### src/rtl/cache_control_pkg.sv
// cache_control_pkg: cache address field types and controller state encoding.
package cache_control_pkg;
  typedef logic [8:0] lc3b_c_tag;
  typedef logic [2:0] lc3b_c_index;
  typedef logic [2:0] lc3b_c_offset;
  typedef enum logic [1:0] {IDLE, COMPARE, WRITEBACK, ALLOCATE} cache_state_t;
endpackage

### src/rtl/cache_control_if.sv
// cache_control_if: CPU port, cache datapath, physical memory and counter signals of the controller.
interface cache_control_if import cache_control_pkg::*; #(parameter int CNT_WIDTH = 16);
  logic mem_read, mem_write, mem_resp;
  logic [1:0] mem_byte_enable;
  logic [15:0] mem_address, mem_wdata, mem_rdata;
  logic dp_hit, dp_victim_dirty, dp_write_enable, dp_control_load;
  lc3b_c_tag dp_victim_tag;
  logic [127:0] dp_line_out, dp_line_in;
  logic pmem_read, pmem_write, pmem_resp;
  logic [15:0] pmem_address;
  logic [127:0] pmem_wdata, pmem_rdata;
  logic clear_counters;
  logic [CNT_WIDTH-1:0] hit_count, miss_count, wb_count;
  modport slave (
    input mem_read, mem_write, mem_byte_enable, mem_address, mem_wdata,
    input dp_hit, dp_victim_dirty, dp_victim_tag, dp_line_out, pmem_rdata, pmem_resp, clear_counters,
    output mem_rdata, mem_resp, dp_line_in, dp_write_enable, dp_control_load,
    output pmem_read, pmem_write, pmem_address, pmem_wdata, hit_count, miss_count, wb_count
  );
  modport master (
    output mem_read, mem_write, mem_byte_enable, mem_address, mem_wdata,
    output dp_hit, dp_victim_dirty, dp_victim_tag, dp_line_out, pmem_rdata, pmem_resp, clear_counters,
    input mem_rdata, mem_resp, dp_line_in, dp_write_enable, dp_control_load,
    input pmem_read, pmem_write, pmem_address, pmem_wdata, hit_count, miss_count, wb_count
  );
endinterface

### src/rtl/cache_control_line_merge.sv
// cache_line_merge: inserts the enabled byte lanes of a store word into a 128-bit line.
module cache_line_merge import cache_control_pkg::*; (
  input  logic [127:0] i_line,
  input  lc3b_c_offset i_off,
  input  logic [1:0]   i_be,
  input  logic [15:0]  i_wdata,
  output logic [127:0] o_line
);
  logic [6:0] w_base;
  assign w_base = {i_off, 4'h0};
  always_comb begin
    o_line = i_line;
    if (i_be[0]) o_line[w_base +: 8] = i_wdata[7:0];
    if (i_be[1]) o_line[w_base + 7'd8 +: 8] = i_wdata[15:8];
  end
endmodule

### src/rtl/cache_control.sv
// cache_control: sequences hit service, dirty writeback and line allocate for a 2-way 8-set cache.
module cache_control import cache_control_pkg::*; #(parameter int CNT_WIDTH = 16) (
  input logic clk,
  input logic reset,
  cache_control_if.slave bus
);
  localparam logic [CNT_WIDTH-1:0] MAX = '1;
  cache_state_t r_state;
  logic r_refill;
  logic [CNT_WIDTH-1:0] r_hit, r_miss, r_wb;
  logic [127:0] w_merged;
  logic w_cmp_hit, w_cmp_miss, w_wb_done, w_alloc, w_unused;
  cache_line_merge u_merge (
    .i_line(bus.dp_line_out),
    .i_off(bus.mem_address[3:1]),
    .i_be(bus.mem_byte_enable),
    .i_wdata(bus.mem_wdata),
    .o_line(w_merged)
  );
  assign w_unused = bus.mem_address[0];
  assign w_cmp_hit = r_state == COMPARE && bus.dp_hit;
  assign w_cmp_miss = r_state == COMPARE && !bus.dp_hit;
  assign w_wb_done = r_state == WRITEBACK && bus.pmem_resp;
  assign w_alloc = r_state == ALLOCATE;
  always_comb begin
    bus.mem_resp = w_cmp_hit;
    bus.mem_rdata = w_cmp_hit ? bus.dp_line_out[{bus.mem_address[3:1], 4'h0} +: 16] : 16'h0;
    bus.dp_write_enable = w_cmp_hit && bus.mem_write && |bus.mem_byte_enable;
    bus.dp_control_load = w_alloc && bus.pmem_resp;
    bus.dp_line_in = w_alloc ? bus.pmem_rdata : w_merged;
    bus.pmem_write = r_state == WRITEBACK;
    bus.pmem_read = w_alloc;
    bus.pmem_address = r_state == WRITEBACK ? {bus.dp_victim_tag, bus.mem_address[6:4], 4'h0}
                     : w_alloc ? {bus.mem_address[15:4], 4'h0} : 16'h0;
  end
  assign bus.pmem_wdata = bus.dp_line_out;
  assign bus.hit_count = r_hit;
  assign bus.miss_count = r_miss;
  assign bus.wb_count = r_wb;
  // r_refill marks the re-compare that follows a fill, which must not count as a hit
  always_ff @(posedge clk or posedge reset) begin
    if (reset) begin
      r_state <= IDLE;
      r_refill <= 1'b0;
    end else begin
      r_refill <= w_alloc;
      r_state <= r_state == IDLE ? ((bus.mem_read | bus.mem_write) ? COMPARE : IDLE)
               : r_state == COMPARE ? (bus.dp_hit ? IDLE : bus.dp_victim_dirty ? WRITEBACK : ALLOCATE)
               : bus.pmem_resp ? (r_state == WRITEBACK ? ALLOCATE : COMPARE) : r_state;
    end
  end
  always_ff @(posedge clk or posedge reset) begin
    if (reset) begin
      r_hit <= '0;
      r_miss <= '0;
      r_wb <= '0;
    end else begin
      r_hit <= bus.clear_counters ? '0 : (w_cmp_hit && !r_refill && r_hit != MAX) ? r_hit + CNT_WIDTH'(1) : r_hit;
      r_miss <= bus.clear_counters ? '0 : (w_cmp_miss && r_miss != MAX) ? r_miss + CNT_WIDTH'(1) : r_miss;
      r_wb <= bus.clear_counters ? '0 : (w_wb_done && r_wb != MAX) ? r_wb + CNT_WIDTH'(1) : r_wb;
    end
  end
endmodule

### src/flat_wrapper.sv
// flat-port wrapper written by rule: the top's interface ports become plain ports
module cache_control_flat import cache_control_pkg::*;
#(parameter int CNT_WIDTH = 16)
  (clk, reset, bus_mem_read, bus_mem_write, bus_mem_byte_enable, bus_mem_address, bus_mem_wdata, bus_dp_hit, bus_dp_victim_dirty, bus_dp_victim_tag, bus_dp_line_out, bus_pmem_rdata, bus_pmem_resp, bus_clear_counters, bus_mem_rdata, bus_mem_resp, bus_dp_line_in, bus_dp_write_enable, bus_dp_control_load, bus_pmem_read, bus_pmem_write, bus_pmem_address, bus_pmem_wdata, bus_hit_count, bus_miss_count, bus_wb_count);
  cache_control_if #(.CNT_WIDTH(CNT_WIDTH)) bus_i ();
  input logic clk;
  input logic reset;
  input wire logic [$bits(bus_i.mem_read)-1:0] bus_mem_read;
  input wire logic [$bits(bus_i.mem_write)-1:0] bus_mem_write;
  input wire logic [$bits(bus_i.mem_byte_enable)-1:0] bus_mem_byte_enable;
  input wire logic [$bits(bus_i.mem_address)-1:0] bus_mem_address;
  input wire logic [$bits(bus_i.mem_wdata)-1:0] bus_mem_wdata;
  input wire logic [$bits(bus_i.dp_hit)-1:0] bus_dp_hit;
  input wire logic [$bits(bus_i.dp_victim_dirty)-1:0] bus_dp_victim_dirty;
  input wire logic [$bits(bus_i.dp_victim_tag)-1:0] bus_dp_victim_tag;
  input wire logic [$bits(bus_i.dp_line_out)-1:0] bus_dp_line_out;
  input wire logic [$bits(bus_i.pmem_rdata)-1:0] bus_pmem_rdata;
  input wire logic [$bits(bus_i.pmem_resp)-1:0] bus_pmem_resp;
  input wire logic [$bits(bus_i.clear_counters)-1:0] bus_clear_counters;
  output wire logic [$bits(bus_i.mem_rdata)-1:0] bus_mem_rdata;
  output wire logic [$bits(bus_i.mem_resp)-1:0] bus_mem_resp;
  output wire logic [$bits(bus_i.dp_line_in)-1:0] bus_dp_line_in;
  output wire logic [$bits(bus_i.dp_write_enable)-1:0] bus_dp_write_enable;
  output wire logic [$bits(bus_i.dp_control_load)-1:0] bus_dp_control_load;
  output wire logic [$bits(bus_i.pmem_read)-1:0] bus_pmem_read;
  output wire logic [$bits(bus_i.pmem_write)-1:0] bus_pmem_write;
  output wire logic [$bits(bus_i.pmem_address)-1:0] bus_pmem_address;
  output wire logic [$bits(bus_i.pmem_wdata)-1:0] bus_pmem_wdata;
  output wire logic [$bits(bus_i.hit_count)-1:0] bus_hit_count;
  output wire logic [$bits(bus_i.miss_count)-1:0] bus_miss_count;
  output wire logic [$bits(bus_i.wb_count)-1:0] bus_wb_count;
  assign bus_i.mem_read = bus_mem_read;
  assign bus_i.mem_write = bus_mem_write;
  assign bus_i.mem_byte_enable = bus_mem_byte_enable;
  assign bus_i.mem_address = bus_mem_address;
  assign bus_i.mem_wdata = bus_mem_wdata;
  assign bus_i.dp_hit = bus_dp_hit;
  assign bus_i.dp_victim_dirty = bus_dp_victim_dirty;
  assign bus_i.dp_victim_tag = bus_dp_victim_tag;
  assign bus_i.dp_line_out = bus_dp_line_out;
  assign bus_i.pmem_rdata = bus_pmem_rdata;
  assign bus_i.pmem_resp = bus_pmem_resp;
  assign bus_i.clear_counters = bus_clear_counters;
  assign bus_mem_rdata = bus_i.mem_rdata;
  assign bus_mem_resp = bus_i.mem_resp;
  assign bus_dp_line_in = bus_i.dp_line_in;
  assign bus_dp_write_enable = bus_i.dp_write_enable;
  assign bus_dp_control_load = bus_i.dp_control_load;
  assign bus_pmem_read = bus_i.pmem_read;
  assign bus_pmem_write = bus_i.pmem_write;
  assign bus_pmem_address = bus_i.pmem_address;
  assign bus_pmem_wdata = bus_i.pmem_wdata;
  assign bus_hit_count = bus_i.hit_count;
  assign bus_miss_count = bus_i.miss_count;
  assign bus_wb_count = bus_i.wb_count;
  cache_control #(.CNT_WIDTH(CNT_WIDTH)) u_core (.clk(clk), .reset(reset), .bus(bus_i));
endmodule
### config.mk
export PLATFORM = sky130hd
export DESIGN_NAME = cache_control_flat
export DESIGN_NICKNAME = d
export VERILOG_FILES = /design/src/rtl/cache_control_pkg.sv /design/src/rtl/cache_control_if.sv /design/src/rtl/cache_control_line_merge.sv /design/src/rtl/cache_control.sv /design/src/flat_wrapper.sv
export SDC_FILE = /design/constraint.sdc
export NUM_CORES = 1
export LEC_CHECK = 0
export CORE_AREA = 8 8 243 245
export DETAILED_ROUTE_END_ITERATION = 16
export DIE_AREA = 0 0 251 253
export MAX_ROUTING_LAYER = met4
export PLACE_DENSITY = 0.47
export SKIP_CTS_REPAIR_TIMING = 1
export SKIP_LAST_GASP = 1
export SLEW_MARGIN = 10
export SYNTH_ARGS = -nofsm -noshare
export SYNTH_HDL_FRONTEND = slang
export SYNTH_HIERARCHICAL = 1
export SYNTH_SLANG_ARGS = --single-unit
### constraint.sdc
create_clock -name clk -period 12.87 [get_ports clk]
set_input_delay 3.861 -clock clk [delete_from_list [all_inputs] [get_ports clk]]
set_output_delay 3.861 -clock clk [all_outputs]
set_load 0.02 [all_outputs]
======== Word level (Yosys, flattened, before mapping) ========
Cells that the tools add are included.
storage, ports and cells
  bits in writable memories ............... 0
  register bits after elaboration ......... 51
  memories kept ........................... 0
  logic and storage cells ................. 62
  input port bits ......................... 307
  ROM bits ................................ 0
  output and inout port bits .............. 341
  bits in latches ......................... 0
cells by class
  divide/modulo/power cells ............... 0
  bitwise logic cells ..................... 1
  shift-type cells ........................ 5
  $add $sub $neg .......................... 6
  multiplexer cells ....................... 21
  $lt $le $gt $ge ......................... 0
  multipliers ............................. 0
  reduce and logical (&&, ||, !) cells .... 18
  equality and inequality tests ........... 6
operators with widths
  operator                                                                 count
  128-bit two-way mux                                                      3
  128-bit bitwise mux                                                      2
  8-bit by 9-bit variable shift with 128-bit output, first input constant  2
  8-bit by 9-bit variable part select with 128-bit output                  2
  16-bit two-way mux                                                       9
  128-bit by 8-bit variable part select with 16-bit output                 1
  16-bit by 1-bit adder with 16-bit output, second input constant          3
  16-bit inequality test, second input constant                            3
  7-bit negator with 9-bit output                                          2
  1-bit logical AND                                                        10
  2-bit two-way mux                                                        5
  7-bit by 4-bit adder with 7-bit output, second input constant            1
  2-bit nonzero test                                                       3
  2-bit equality test, second input constant                               2
  3-bit nonzero test                                                       1
  2-bit by 1-bit equality test with 1-bit output, second input constant    1
  1-bit zero test                                                          2
  2-bit zero test                                                          1
  1-bit two-way mux                                                        2
  2-bit OR reduction                                                       1
  1-bit bitwise OR                                                         1

======== Longest topological paths before layout ========
  word-level depth ........................ 7
  gate-level depth with buffers ........... 9
  mapped depth without buffers ............ 7

======== Cells and area by module ========
The synthesis kept the hierarchy.
by module, submodules not included
  module            cells an instance  area an instance (sq um)  times used  sequential area each (sq um)
  cache_control     692                6522.5                    1           1276.2
  cache_line_merge  253                1786.7                    1           0.0

======== Least setup slack after synthesis ========
No wires, ideal clock.
  kind .................................... input -> output
  start point ............................. input port bus_mem_address[1]
  end point ............................... output port bus_dp_line_in[100]
  path slack .............................. 2.954 ns
  required time ........................... 9.009 ns
  stages .................................. 9
  path buffers ............................ 3
  data arrival time ....................... 6.055 ns
  cell sequence ........................... buf_4 inv_1 ha_1 ha_1 clkbuf_1 or4_1 buf_4 mux2_4 mux2_2
on the way
  longest elaborated chain between the ends .. 7
  elaborated cells on any way between the ends .. 12
  classes of those cells .................. 3 x add/sub; 4 x shift; 5 x mux
ends and longest elaborated chain
  what                                                                     line                            RTL
  from (decl)                                                              flat_wrapper.sv:11              input wire logic [$bits(bus_i.mem_address)-1:0] bus_mem_address;
  branches (longest 5 deep; another with 7-bit negator with 9-bit output)  n/a
  128-bit two-way mux *                                                    cache_control_line_merge.sv:14  if (i_be[1]) o_line[w_base + 7'd8 +: 8] = i_wdata[15:8];
  via u_core.w_merged[100]                                                 cache_control.sv:11             logic [127:0] w_merged;
  128-bit two-way mux *                                                    cache_control.sv:30             bus.dp_line_in = w_alloc ? bus.pmem_rdata : w_merged;
  to (decl)                                                                flat_wrapper.sv:22              output wire logic [$bits(bus_i.dp_line_in)-1:0] bus_dp_line_in;
Mark *: on every way through the listed nets, which the timed path passes.

======== Worst setup path in the final report ========
  start point ............................. input port bus_mem_address[3]
  end point ............................... output port bus_dp_line_in[7]
Same word-level chain as after synthesis.

==> flow_summary.ini <==
[worst_setup_path]
r2r_setup_slack_ps = 10180
end_kind = output pin
cp_data_arrival_time_ps = 7600
setup.worst_path.class = in2out
crit_required_ps = 9010
rr_worst_depth = 4
cp-start-kind = input port
path_max_fanout = 29
worstReg2RegEnd = u_core/bus.hit_count[13]

[logic_synthesis]
yosys.area_share.simple_pct = 17.62
synth_compound_area_share_pct = 11.07
synth-adder-area-share_pct = 1.506
ys_seq_area_share_pct = 15.36
synth_xor_area_share_pct = 0
yosysWarnings = 6
synthesis.area_um2 = 8309
synth_seq_cells = 51
synth_top_family_by_area = multiplexers
yosysUniqueCellTypes = 53
synth_edf_count = 0
ys.flop_type = dfrtp_1
yosys-mux-area-fraction_pct = 38.99
syn_inst = 945
async_flop_share_pct = 100.0
avgSynthCellArea_um2 = 8.793

[worst_hold_path]
min_path_type = reg2reg
hp-start = u_core/bus.wb_count[5]
hold_path_end = u_core/bus.wb_count[5]
whs_path_depth = 1

[detailed_routing]
wl_per_cell_um = 26.25
drc_errors = 0
viasPerCell = 4.404
ant_nets = 0
drtIter0Drc = 527
vias = 9402
routed_wl_mm = 56.05
dr.pass1.iters = 5

[sta]
fin_setup_tns_ps = 0
hold_viol = 0
tightest_slew_ps = 967.6
drv_slew = 0
fin_crit_ps = 11460
max_freq_ghz = 0.08728
relSlewSlack_pct = 35.14
setup_viol = 0
skew_ps = 3.968
post-route-period-util_pct = 89.02
rsz0062_at_grt = false

[power_and_ir_drop]
power_density_nw_per_um2 = 100.4
switching_share_pct = 44.25
p_total_mw = 1.471
pwr-share-seq_pct = 12.5
p_int_mw = 0.8200
vdd_drop_max_mv = 0.05556
p_sw_mw = 0.6510
clkPwrFrac_pct = 9.7
p_leak_nw = 5.288
combPwrFrac_pct = 77.8

[clocking]
cts_max_path_buffers = 2
clkTransAtPathRegs_ps = 70
cts.sinks = 51
htree_levels = 2
clk_root_buffer_cell = clkbuf_16
clk_latency_ps = 290
cts_made_buffers = 5
cts_tree = yes

[floorplan]
rows = 87
coreArea_um2 = 55520
io_pins = 648
start_util_pct = 14.97
die-area_um2 = 63500
chipWidth_um = 251
die_h_um = 253

[grt]
antenna_found_initial = 7
track_usage_pct = 17.02
grt_pass1_wl_mm = 77.53
overflow = 0
grt_start_max_net_pins = 59
grt_pass1_vias = 9868

[outcome]
outcome = completed

[layout]
areaGrowthSynthToFinish_pct = 76.25
final_common_cell = clkdlybuf4s50_1
utilization_pct = 26.38
fill_cells = 5967
mostFrequentLayoutCells = clkdlybuf4s50_1 (639), mux2_2 (189), nand2_1 (98)
nets = 1736
regArea_um2 = 1276
multi_input_area_um2 = 5766
drive_above_1_share_pct = 18.59

[placed_design]
hpwl_mm = 48.06
io_buffer_count = 642
gp_congestion = 0.8937

[job]
maxCapViolCount = 0
logic make-up (layout without fill, tap and decap cells):
kind of cell             Yosys count  in the layout
flip-flops                        51             51
AND/OR/NAND/NOR                  274            274
AO/OA/AOI/OAI                    149            149
buffers and inverters            204            676
adder cells (fa/ha/maj)           10             10
multiplexers                     256            256
other                              1              7
flip-flops by register name (all words and copies together) (netlist names), named ones only:
signal	cells
u_core/r_state	1
u_core/bus.hit_count	16
u_core/bus.wb_count	16
u_core/r_refill	1
u_core/bus.miss_count	16
final cells by class:
class | instances | share of cell area (%)
Antenna cell | 3 | 0.05126
Sequential cell | 51 | 8.714
Multi-Input combinational cell | 693 | 39.37
Timing Repair Buffer | 652 | 44.31
Clock buffer | 8 | 1.068
Tap cell | 712 | 6.083
Inverter | 16 | 0.4101
layer usage:
layer  routed length, um  track usage, %  vias up
met5                   0               -        -
met4                 858           2.594        0
met3                3455           3.161       25
met2               28120           29.52      420
met1               23620           20.82     4634
li1                    -               -     4323
worst max-delay path: stages:
cell,delay [ps]
buf_2,690
inv_1,150
ha_1,440
nor4_1,290
nand4b_1,700
mux2_2,530
mux2_2,260
clkdlybuf4s50_1,630
how the worst max path moves through the flow:
stage	cells after the start	slack, ps	to	from
floorplan	9	2950	bus_dp_line_in[100]	bus_mem_address[1]
finish	8	1410	bus_dp_line_in[7]	bus_mem_address[3]
global route	8	1130	bus_dp_line_in[7]	bus_mem_address[3]
CTS	8	1370	bus_dp_line_in[7]	bus_mem_address[3]
global placement	8	1410	bus_dp_line_in[7]	bus_mem_address[3]
detailed placement	8	1390	bus_dp_line_in[7]	bus_mem_address[3]
per-stage QoR:
step / instance area, um^2 / hold WS [ps] / setup slack [ps] / instances
global route: 14650 / 526.7 / 1132 / 2135
finish: 14650 / 503.2 / 1413 / 2135
detailed placement: 14480 / 493.6 / 1389 / 2124
floorplan: 8320 / 526.1 / 2954 / 948
CTS: 14640 / 502.8 / 1370 / 2132
global placement: 14480 / 494.8 / 1415 / 2124
synth_stat cells (8+ instances only):
library cell | n | area, um^2
o31ai_1 | 19 | 142.6
nand3_1 | 21 | 105.1
nand2_1 | 98 | 367.9
nand4_1 | 12 | 75.07
buf_4 | 135 | 1013
inv_1 | 16 | 60.06
mux2i_1 | 27 | 270.3
mux2_4 | 8 | 120.1
or4_1 | 24 | 180.2
o21ai_0 | 62 | 310.3
a21oi_1 | 34 | 170.2
clkbuf_1 | 43 | 161.4
nor2_1 | 37 | 138.9
or3_1 | 10 | 62.56
dfrtp_1 | 51 | 1276
nor3_1 | 11 | 55.05
ha_1 | 10 | 125.1
mux2_2 | 189 | 2128
a22o_1 | 16 | 140.1
mux4_2 | 32 | 720.7
nor2b_1 | 18 | 112.6
power by group through the flow:
stage | sequential [mW] | clock, mW | combinational, mW
floorplan | 0.180 | 0 | 0.615
global placement | 0.187 | 0 | 1.16
detailed placement | 0.187 | 0 | 1.15
CTS | 0.184 | 0.149 | 1.16
global route | 0.187 | 0.155 | 1.20
finish | 0.184 | 0.143 | 1.14
Power figures use the tool's default switching activity.
